`src/rtl/instr_fetch_unit.sv`:
```
// Instruction fetch stage: loadable internal memory, IDLE/FETCH/HALT control, valid/ready output
// with stall, redirect flush and out-of-range halt. Optional macro BRANCH_PREDECODE_EN adds direct-jump predecode.
module instr_fetch_unit #(
    parameter int ADDR_W    = 8,
    parameter int INSTR_W   = 8,
    parameter int MEM_DEPTH = 64,
    parameter logic [ADDR_W-1:0] RESET_PC = '0
) (
    input  logic               i_clk,
    input  logic               i_reset,
    input  logic               i_prog_we,
    input  logic [ADDR_W-1:0]  i_prog_addr,
    input  logic [INSTR_W-1:0] i_prog_data,
    input  logic               i_run,
    input  logic               i_redirect_valid,
    input  logic [ADDR_W-1:0]  i_redirect_pc,
    output logic               o_out_valid,
    input  logic               i_out_ready,
    output logic [INSTR_W-1:0] o_out_instr,
    output logic [ADDR_W-1:0]  o_out_pc,
    output logic [ADDR_W-1:0]  o_pc,
    output logic               o_halted,
    output logic [1:0]         o_fsm_state
);
    localparam int IDX_W = (MEM_DEPTH > 1) ? $clog2(MEM_DEPTH) : 1;
    localparam logic [ADDR_W:0] DEPTH = (ADDR_W+1)'(MEM_DEPTH);

    typedef enum logic [1:0] {
        S_IDLE  = 2'd0,
        S_FETCH = 2'd1,
        S_HALT  = 2'd2
    } state_t;

    logic [INSTR_W-1:0] r_mem [MEM_DEPTH];

    state_t             r_state, w_state_nxt;
    logic [ADDR_W-1:0]  r_pc, w_pc_nxt;
    logic               r_out_valid, w_out_valid_nxt;
    logic [INSTR_W-1:0] r_out_instr, w_out_instr_nxt;
    logic [ADDR_W-1:0]  r_out_pc, w_out_pc_nxt;

    logic               w_pc_in_range;
    logic               w_prog_in_range;
    logic               w_slot_free;
    logic [INSTR_W-1:0] w_rd_data;
    logic [ADDR_W-1:0]  w_pc_inc;
    logic [ADDR_W-1:0]  w_next_pc;

    assign w_pc_in_range   = {1'b0, r_pc} < DEPTH;
    assign w_prog_in_range = {1'b0, i_prog_addr} < DEPTH;
    assign w_slot_free     = !r_out_valid || i_out_ready;
    assign w_rd_data       = r_mem[r_pc[IDX_W-1:0]];
    assign w_pc_inc        = r_pc + ADDR_W'(1);

`ifdef BRANCH_PREDECODE_EN
    // MSB marks a direct jump; the remaining bits are the absolute target.
    localparam int TW = (ADDR_W > INSTR_W-1) ? ADDR_W : INSTR_W-1;
    logic [TW-1:0] w_tgt_wide;
    assign w_tgt_wide = TW'(w_rd_data[INSTR_W-2:0]);
    assign w_next_pc  = w_rd_data[INSTR_W-1] ? w_tgt_wide[ADDR_W-1:0] : w_pc_inc;
`else
    assign w_next_pc  = w_pc_inc;
`endif

    // Memory has no reset so a loaded program survives a reset.
    always_ff @(posedge i_clk) begin
        if (i_reset && r_state == S_IDLE && i_prog_we && w_prog_in_range)
            r_mem[i_prog_addr[IDX_W-1:0]] <= i_prog_data;
    end

    always_ff @(posedge i_clk) begin
        if (!i_reset) begin
            r_state     <= S_IDLE;
            r_pc        <= RESET_PC;
            r_out_valid <= 1'b0;
            r_out_instr <= '0;
            r_out_pc    <= '0;
        end else begin
            r_state     <= w_state_nxt;
            r_pc        <= w_pc_nxt;
            r_out_valid <= w_out_valid_nxt;
            r_out_instr <= w_out_instr_nxt;
            r_out_pc    <= w_out_pc_nxt;
        end
    end

    always_comb begin
        w_state_nxt     = r_state;
        w_pc_nxt        = r_pc;
        w_out_valid_nxt = r_out_valid;
        w_out_instr_nxt = r_out_instr;
        w_out_pc_nxt    = r_out_pc;
        case (r_state)
            S_IDLE: begin
                w_out_valid_nxt = 1'b0;
                if (i_run) w_state_nxt = S_FETCH;
            end
            S_FETCH: begin
                if (i_redirect_valid) begin
                    w_pc_nxt        = i_redirect_pc;
                    w_out_valid_nxt = 1'b0;
                end else if (w_slot_free) begin
                    if (w_pc_in_range) begin
                        w_out_instr_nxt = w_rd_data;
                        w_out_pc_nxt    = r_pc;
                        w_out_valid_nxt = 1'b1;
                        w_pc_nxt        = w_next_pc;
                    end else begin
                        w_out_valid_nxt = 1'b0;
                        w_state_nxt     = S_HALT;
                    end
                end
            end
            S_HALT: begin
                w_out_valid_nxt = 1'b0;
                if (i_redirect_valid) begin
                    w_pc_nxt    = i_redirect_pc;
                    w_state_nxt = S_FETCH;
                end
            end
            default: begin
                w_state_nxt     = S_IDLE;
                w_out_valid_nxt = 1'b0;
            end
        endcase
    end

    assign o_out_valid = r_out_valid;
    assign o_out_instr = r_out_instr;
    assign o_out_pc    = r_out_pc;
    assign o_pc        = r_pc;
    assign o_halted    = (r_state == S_HALT);
    assign o_fsm_state = r_state;

endmodule

```
`config.mk`:
```
export PLATFORM = sky130hd
export DESIGN_NAME = instr_fetch_unit
export DESIGN_NICKNAME = d
export VERILOG_FILES = /design/src/rtl/instr_fetch_unit.sv
export SDC_FILE = /design/constraint.sdc
export NUM_CORES = 1
export LEC_CHECK = 0
export BUFFER_PORTS_ARGS = -buffer_cell sky130_fd_sc_hd__buf_4
export CORE_MARGIN = 4
export CORE_UTILIZATION = 65
export DETAILED_ROUTE_END_ITERATION = 6
export HOLD_SLACK_MARGIN = 0.12
export PLACE_DENSITY = 0.83
export SYNTH_ARGS = -nofsm -noshare
export SYNTH_HDL_FRONTEND = slang
export SYNTH_SLANG_ARGS = --single-unit
```
`constraint.sdc`:
```
create_clock -name i_clk -period 7.1 [get_ports i_clk]
set_input_delay 2.13 -clock i_clk [delete_from_list [all_inputs] [get_ports i_clk]]
set_output_delay 2.13 -clock i_clk [all_outputs]
set_load 0.05 [all_outputs]
```
==> impl_metrics.py, run 1 <==
metrics = {
    "sta": {
        "rsz0062_at_grt": "false",
        "clock_skew_ns": 0.0151,
        "fmax_mhz": 242,
        "hold_viol_final": 0,
        "finalSetupViolCount": 0,
        "min_period_over_period_pct": 58.1,
        "timing.hold.ws_ns": 0.469,
        "layout_min_cycle_time_ns": 4.12,
        "worstMarginPinSlew_ns": 0.980,
        "worst_slew_margin_rel_pct": 34.6,
        "setup_tns_ns": 0,
        "slew_violations": 0,
    },
    "clock_tree": {
        "cts.repair.resized": 0,
        "postCtsSetupBuffers": 0,
        "cts_tree": "built",
        "cts.root.buffer_cell": "clkbuf_16",
        "clock-sinks": 539,
        "clock_latency_ns": 0.58,
        "clk_pin_slew_ns": 0.06,
        "hold_buffers": 0,
        "cts_htree_levels": 2,
        "cts_made_buffers": 50,
        "cts_buffer_depth": 3,
    },
    "final_layout": {
        "seq_area_mm2": 0.0159,
        "final_nets": 1188,
        "syn2layout_area_growth_pct": 11.7,
        "final_layout_size_suffix_gt1_share_pct": 22.6,
        "diodes": 0,
        "fillerInstances": 1749,
        "multi_input_area_mm2": 0.00484,
        "final_area_mm2": 0.0236,
    },
    "synthesis": {
        "yosys.area.top_type": "edfxtp_1",
        "syn_nets": 1135,
        "ys_warn_count": 0,
        "synth-seq-cells": 539,
        "synth_top_flop_cell": "edfxtp_1",
        "synth_top_area_share_pct": 72.9,
        "synth_seq_area_share_pct": 75.5,
        "synth.top_cells.by_count": "edfxtp_1, mux4_2, nor2_1",
        "synth.distinct_cells": 52,
        "syn_area_per_cell_um2": 19.1,
        "syn-cell-area_mm2": 0.0211,
        "async_reset_ff_share_pct": 0,
        "synth_edf_count": 512,
        "syn_inst": 1104,
        "synth.most_common_cell": "edfxtp_1",
        "synth.area.top_cells": "edfxtp_1, mux4_2, dfxtp_1, mux2i_1, nor2_1",
    },
    "setup_path": {
        "critPathArrivalTime_ns": 4.32,
        "path_cells": "buf_4 > nand4_1 > nor2_1 > nand2_1 > nor2_1",
        "required_ns": 7.30,
        "crit_type": "primary input to flip-flop",
        "cp_max_fo": 23,
        "start_kind": "primary input",
        "cp_slowest_cell": "nor2_1",
        "cp-end-kind": "flip-flop",
        "cp_common_cell": "nor2_1",
        "slowest_delay_ns": 0.80,
    },
    "placed_design": {
        "gp_congestion": 1.00,
        "portBuffers": 57,
        "hpwl_um": 29600,
        "place_area_mm2": 0.0219,
    },
    "global_routing": {
        "grt_pass1_vias": 11400,
        "grt_pass1_wl_um": 78700,
        "overflow": 0,
        "grt_max_degree": 144,
        "track_usage_pct": 30.4,
        "antenna_found_initial": 0,
    },
    "floorplan": {
        "io_pins": 58,
        "die_h_um": 188,
        "initial_core_util_pct": 66.3,
        "die_area_mm2": 0.0354,
        "die_width_um": 188,
        "num_rows": 65,
        "core_area_mm2": 0.0318,
    },
    "status": {
        "status": "finished clean",
    },
    "drt": {
        "vias": 11700,
        "drc": 0,
        "via_per_inst": 7.16,
        "drt-pass1-iter-count": 6,
        "finalWirelength_um": 53200,
        "routedWlPerCell_um": 32.6,
        "antenna_left": 0,
        "drtIter0Drc": 1734,
    },
    "pwr": {
        "power_frac_clock_pct": 39.0,
        "p_sw_mw": 1.65,
        "leakagePower_nw": 7.29,
        "combPwrFrac_pct": 11.5,
        "p_sw_share_pct": 23.2,
        "peakVddDrop_mv": 0.234,
        "p_int_mw": 5.46,
        "p_per_area_mw_per_mm2": 302,
        "p_total_mw": 7.10,
        "sequentialPowerShare_pct": 49.5,
    },
    "job": {
        "cap_violations": 0,
    },
    "hold_path": {
        "hp-class": "flip-flop to flip-flop",
    },
}
cell families (layout without fill, tap and decap cells):
logic type      count (synthesis)  after routing  share of synthesized area [%]
compound gates                143            143                           4.79
fa+ha+maj                       1              1                         0.0593
buf+inv                        71            162                           1.57
flops                         539            539                           75.5
mux                           159            159                           14.0
simple gates                  191            191                           4.09
placed cells by master (no fill, tap or decap), types with 11 or more instances in the layout:
| cell | Yosys | layout |
|---|---|---|
| buf_4 | 9 | 64 |
| o21ai_0 | 19 | 19 |
| clkbuf_1 | 28 | 11 |
| mux2i_1 | 39 | 39 |
| dfxtp_1 | 27 | 24 |
| clkbuf_16 | 0 | 53 |
| nor2_1 | 89 | 89 |
| edfxtp_1 | 512 | 512 |
| mux4_2 | 108 | 108 |
| a211oi_1 | 15 | 15 |
| a22o_1 | 11 | 11 |
| mux2_2 | 12 | 12 |
| a22oi_1 | 17 | 17 |
| nand2_1 | 46 | 46 |
| nor2b_1 | 14 | 14 |
| a21oi_1 | 25 | 25 |
state kept, by name, indices dropped and copies added (netlist names):
register     cells
o_out_pc         8
o_fsm_state      2
r_mem          512
o_pc             8
o_out_instr      8
o_out_valid      1
layer usage:
metal	GRT usage (%)	share of wire, %	vias up
met5	0	0	-
met4	11.7	4.3	0
met3	7.58	12	150
met2	46.0	47	999
met1	44.0	36	5910
li1	-	-	4615
area by class of cell:
class                   instances  share of cell area [%]
clock buffers                  67                    5.98
clock inverters                23                    1.23
inverters                       6                  0.0956
repair buffers                 66                    2.21
well taps                     435                    2.31
flip-flops and latches        539                    67.6
multi-input cells             494                    20.6
critical path, delay by kind of cell:
kind | cells | cell delay, ns
simple gates | 4 | 1.97
buf+inv | 1 | 0.22
worst paths after layout:
check / start / endpoint / slack (ns) / cells past startpoint
max: i_reset / r_mem[25][2] / 2.98 / 5
min: o_out_pc[0] / o_out_pc[0] / 0.47 / 2
max reg2reg: o_pc[1] / o_out_instr[2] / 3.88 / 5
min reg2reg: o_out_pc[0] / o_out_pc[0] / 0.47 / 2
stage by stage:
stage | cells | setup WS, ns | util [%]
6_report | 1630 | 2.98 | 74.1
5_1_grt | 1630 | 2.87 | 74.1
4_1_cts | 1630 | 2.94 | 74.1
3_3_place_gp | 1540 | 2.72 | 68.7
3_5_place_dp | 1540 | 2.57 | 68.7
2_1_floorplan | 1104 | 3.41 | -
power groups by stage:
stage | clock network [mW] | logic (mW) | registers [mW]
final | 2.77 | 0.815 | 3.51
after global routing | 2.93 | 0.851 | 3.51
after CTS | 2.79 | 0.805 | 3.51
after detailed placement | 0 | 0.791 | 3.58
after global placement | 0 | 0.782 | 3.58
after floorplan | 0 | 0.499 | 3.61
Note: power is estimated with default switching activity, not from simulation.
==> run 2: changes to the inputs <==
Settings changed: CORE_UTILIZATION 65 to 56, PLACE_DENSITY 0.83 to 0.76.
Clock period 7.1 ns to 3.7 ns, I/O delays scaled along.
==> run 2 against run 1 <==
Combinational power is 95% higher; register-to-register slack worse by 3.1 ns; hold slack worse by 0.0070 ns; sequential power is 93% higher; clock power is 90% higher; setup slack worse by 2.2 ns; flip-flop and latch count stayed put; via count is 1.6% lower; global-route usage is 6.1 points lower; critical path type is now flip-flop to output pin; critical endpoint is now o_pc[4].
==> impl_metrics.py, run 2 (synthesis gave the netlist of run 1 again) <==
metrics = {
    "status": {
        "status": "finished clean",
    },
    "drt": {
        "routedWlPerCell_um": 27.7,
        "finalWirelength_um": 49500,
        "drt-pass1-iter-count": 5,
        "drc": 0,
        "vias": 11500,
        "antenna_left": 0,
        "drtIter0Drc": 1370,
        "via_per_inst": 6.43,
    },
    "final_layout": {
        "largest_reg_flops": 512,
        "seq_area_mm2": 0.0159,
        "final_layout_size_suffix_gt1_share_pct": 27.7,
        "fillerInstances": 2338,
        "diodes": 0,
        "multi_input_area_mm2": 0.00484,
        "layout_common_cells": "edfxtp_1, buf_4, mux4_2, nor2_1, clkbuf_16",
        "syn2layout_area_growth_pct": 15.2,
        "layout_commonest_cell": "edfxtp_1",
        "final_nets": 1273,
    },
    "setup_path": {
        "cp-end-kind": "output pin",
        "start_kind": "flip-flop",
        "crit_type": "flip-flop to output pin",
        "critPathArrivalTime_ns": 1.78,
        "slowest_delay_ns": 0.88,
        "cp_slowest_cell": "dfxtp_1",
        "path_buf_inv": 1,
        "path_cells": "buf_4",
        "required_ns": 2.59,
        "cp_max_fo": 18,
        "path_delay_family": "flip-flops",
    },
    "pwr": {
        "peakVddDrop_mv": 0.325,
        "p_per_area_mw_per_mm2": 561,
        "leakagePower_nw": 7.73,
    },
    "sta": {
        "slew_violations": 0,
        "fmax_mhz": 346,
        "timing.hold.ws_ns": 0.462,
        "clock_skew_ns": 0.0212,
        "worst_slew_margin_rel_pct": 22.9,
        "worstMarginPinSlew_ns": 1.15,
        "finalSetupViolCount": 0,
        "layout_min_cycle_time_ns": 2.89,
        "min_period_over_period_pct": 78.2,
        "rsz0062_at_grt": "false",
        "setup_tns_ns": 0,
        "hold_viol_final": 0,
    },
    "floorplan": {
        "die_area_mm2": 0.0408,
        "io_pins": 58,
        "initial_core_util_pct": 57.2,
        "die_h_um": 202,
        "die_width_um": 202,
        "num_rows": 70,
        "core_area_mm2": 0.0369,
    },
    "clock_tree": {
        "clock_latency_ns": 0.57,
        "cts_tree": "built",
        "hold_buffers": 0,
        "clk_pin_slew_ns": 0.06,
        "cts.repair.resized": 0,
        "postCtsSetupBuffers": 0,
        "clock-sinks": 539,
        "cts_made_buffers": 50,
        "cts_buffer_depth": 3,
        "cts.root.buffer_cell": "clkbuf_16",
        "cts_htree_levels": 2,
    },
    "placed_design": {
        "portBuffers": 57,
        "gp_congestion": 0.860,
        "hpwl_um": 30200,
    },
    "global_routing": {
        "overflow": 0,
        "track_usage_pct": 24.4,
        "grt_max_degree": 65,
        "antenna_found_initial": 1,
        "grt_pass1_wl_um": 74600,
        "grt_pass1_vias": 11500,
    },
    "hold_path": {
        "hp-class": "flip-flop to flip-flop",
    },
    "job": {
        "cap_violations": 0,
    },
}
run 2: cell count changes in the layout (fill, tap and decap cells not counted), moves of 2 or more:
cell,previous run,this run
buf_4,64,147
clkinv_1,7,12
clkinvlp_4,0,4
clkbuf_8,3,0
clkinv_2,8,5
inv_6,0,3
buf_12,2,4
clkbuf_1,11,9
clkbuf_16,53,51
run 2: worst paths after layout:
| check | start | to | slack (ns) | cells past startpoint |
|---|---|---|---|---|
| max reg2reg | o_pc[0] | o_out_instr[1] | 0.81 | 8 |
| min | o_out_pc[0] | o_out_pc[0] | 0.46 | 2 |
| max | o_pc[4] | o_pc[4] | 0.81 | 1 |
| min reg2reg | o_out_pc[0] | o_out_pc[0] | 0.46 | 2 |
run 2: area by class of cell:
type	count	share of cell area, %
inverters	6	0.0927
repair buffers	151	4.87
multi-input cells	494	19.9
clock buffers	60	5.39
well taps	504	2.60
clock inverters	33	1.57
flip-flops and latches	539	65.5
run 2: report_power, final:
part / switching [mW] / internal (mW) / leakage, nW
registers: 0.0680 / 6.70 / 4.82
clock network: 2.17 / 3.10 / 0.811
logic: 0.929 / 0.665 / 2.10
total: 3.17 / 10.5 / 7.73
run 2: stage by stage:
stage	total power [mW]	worst slack (ns)	util (%)	std cells	instance area, um2
2_1_floorplan	7.89	1.03	-	1104	21100
3_3_place_gp	8.45	0.574	61.3	1694	22600
3_5_place_dp	8.47	0.430	61.3	1694	22600
4_1_cts	13.7	0.764	65.9	1787	24300
5_1_grt	14.1	0.673	65.9	1787	24300
6_report	13.6	0.806	65.9	1787	24300
run 2: per-layer routing:
metal	part of all wire, %	up-vias	global-route usage (%)	routed length (um)
li1	-	4785	-	-
met1	39	5829	36.0	19300
met2	46	765	37.2	22900
met3	11	112	5.37	5630
met4	3.2	2	7.54	1590
met5	0.026	-	0	13
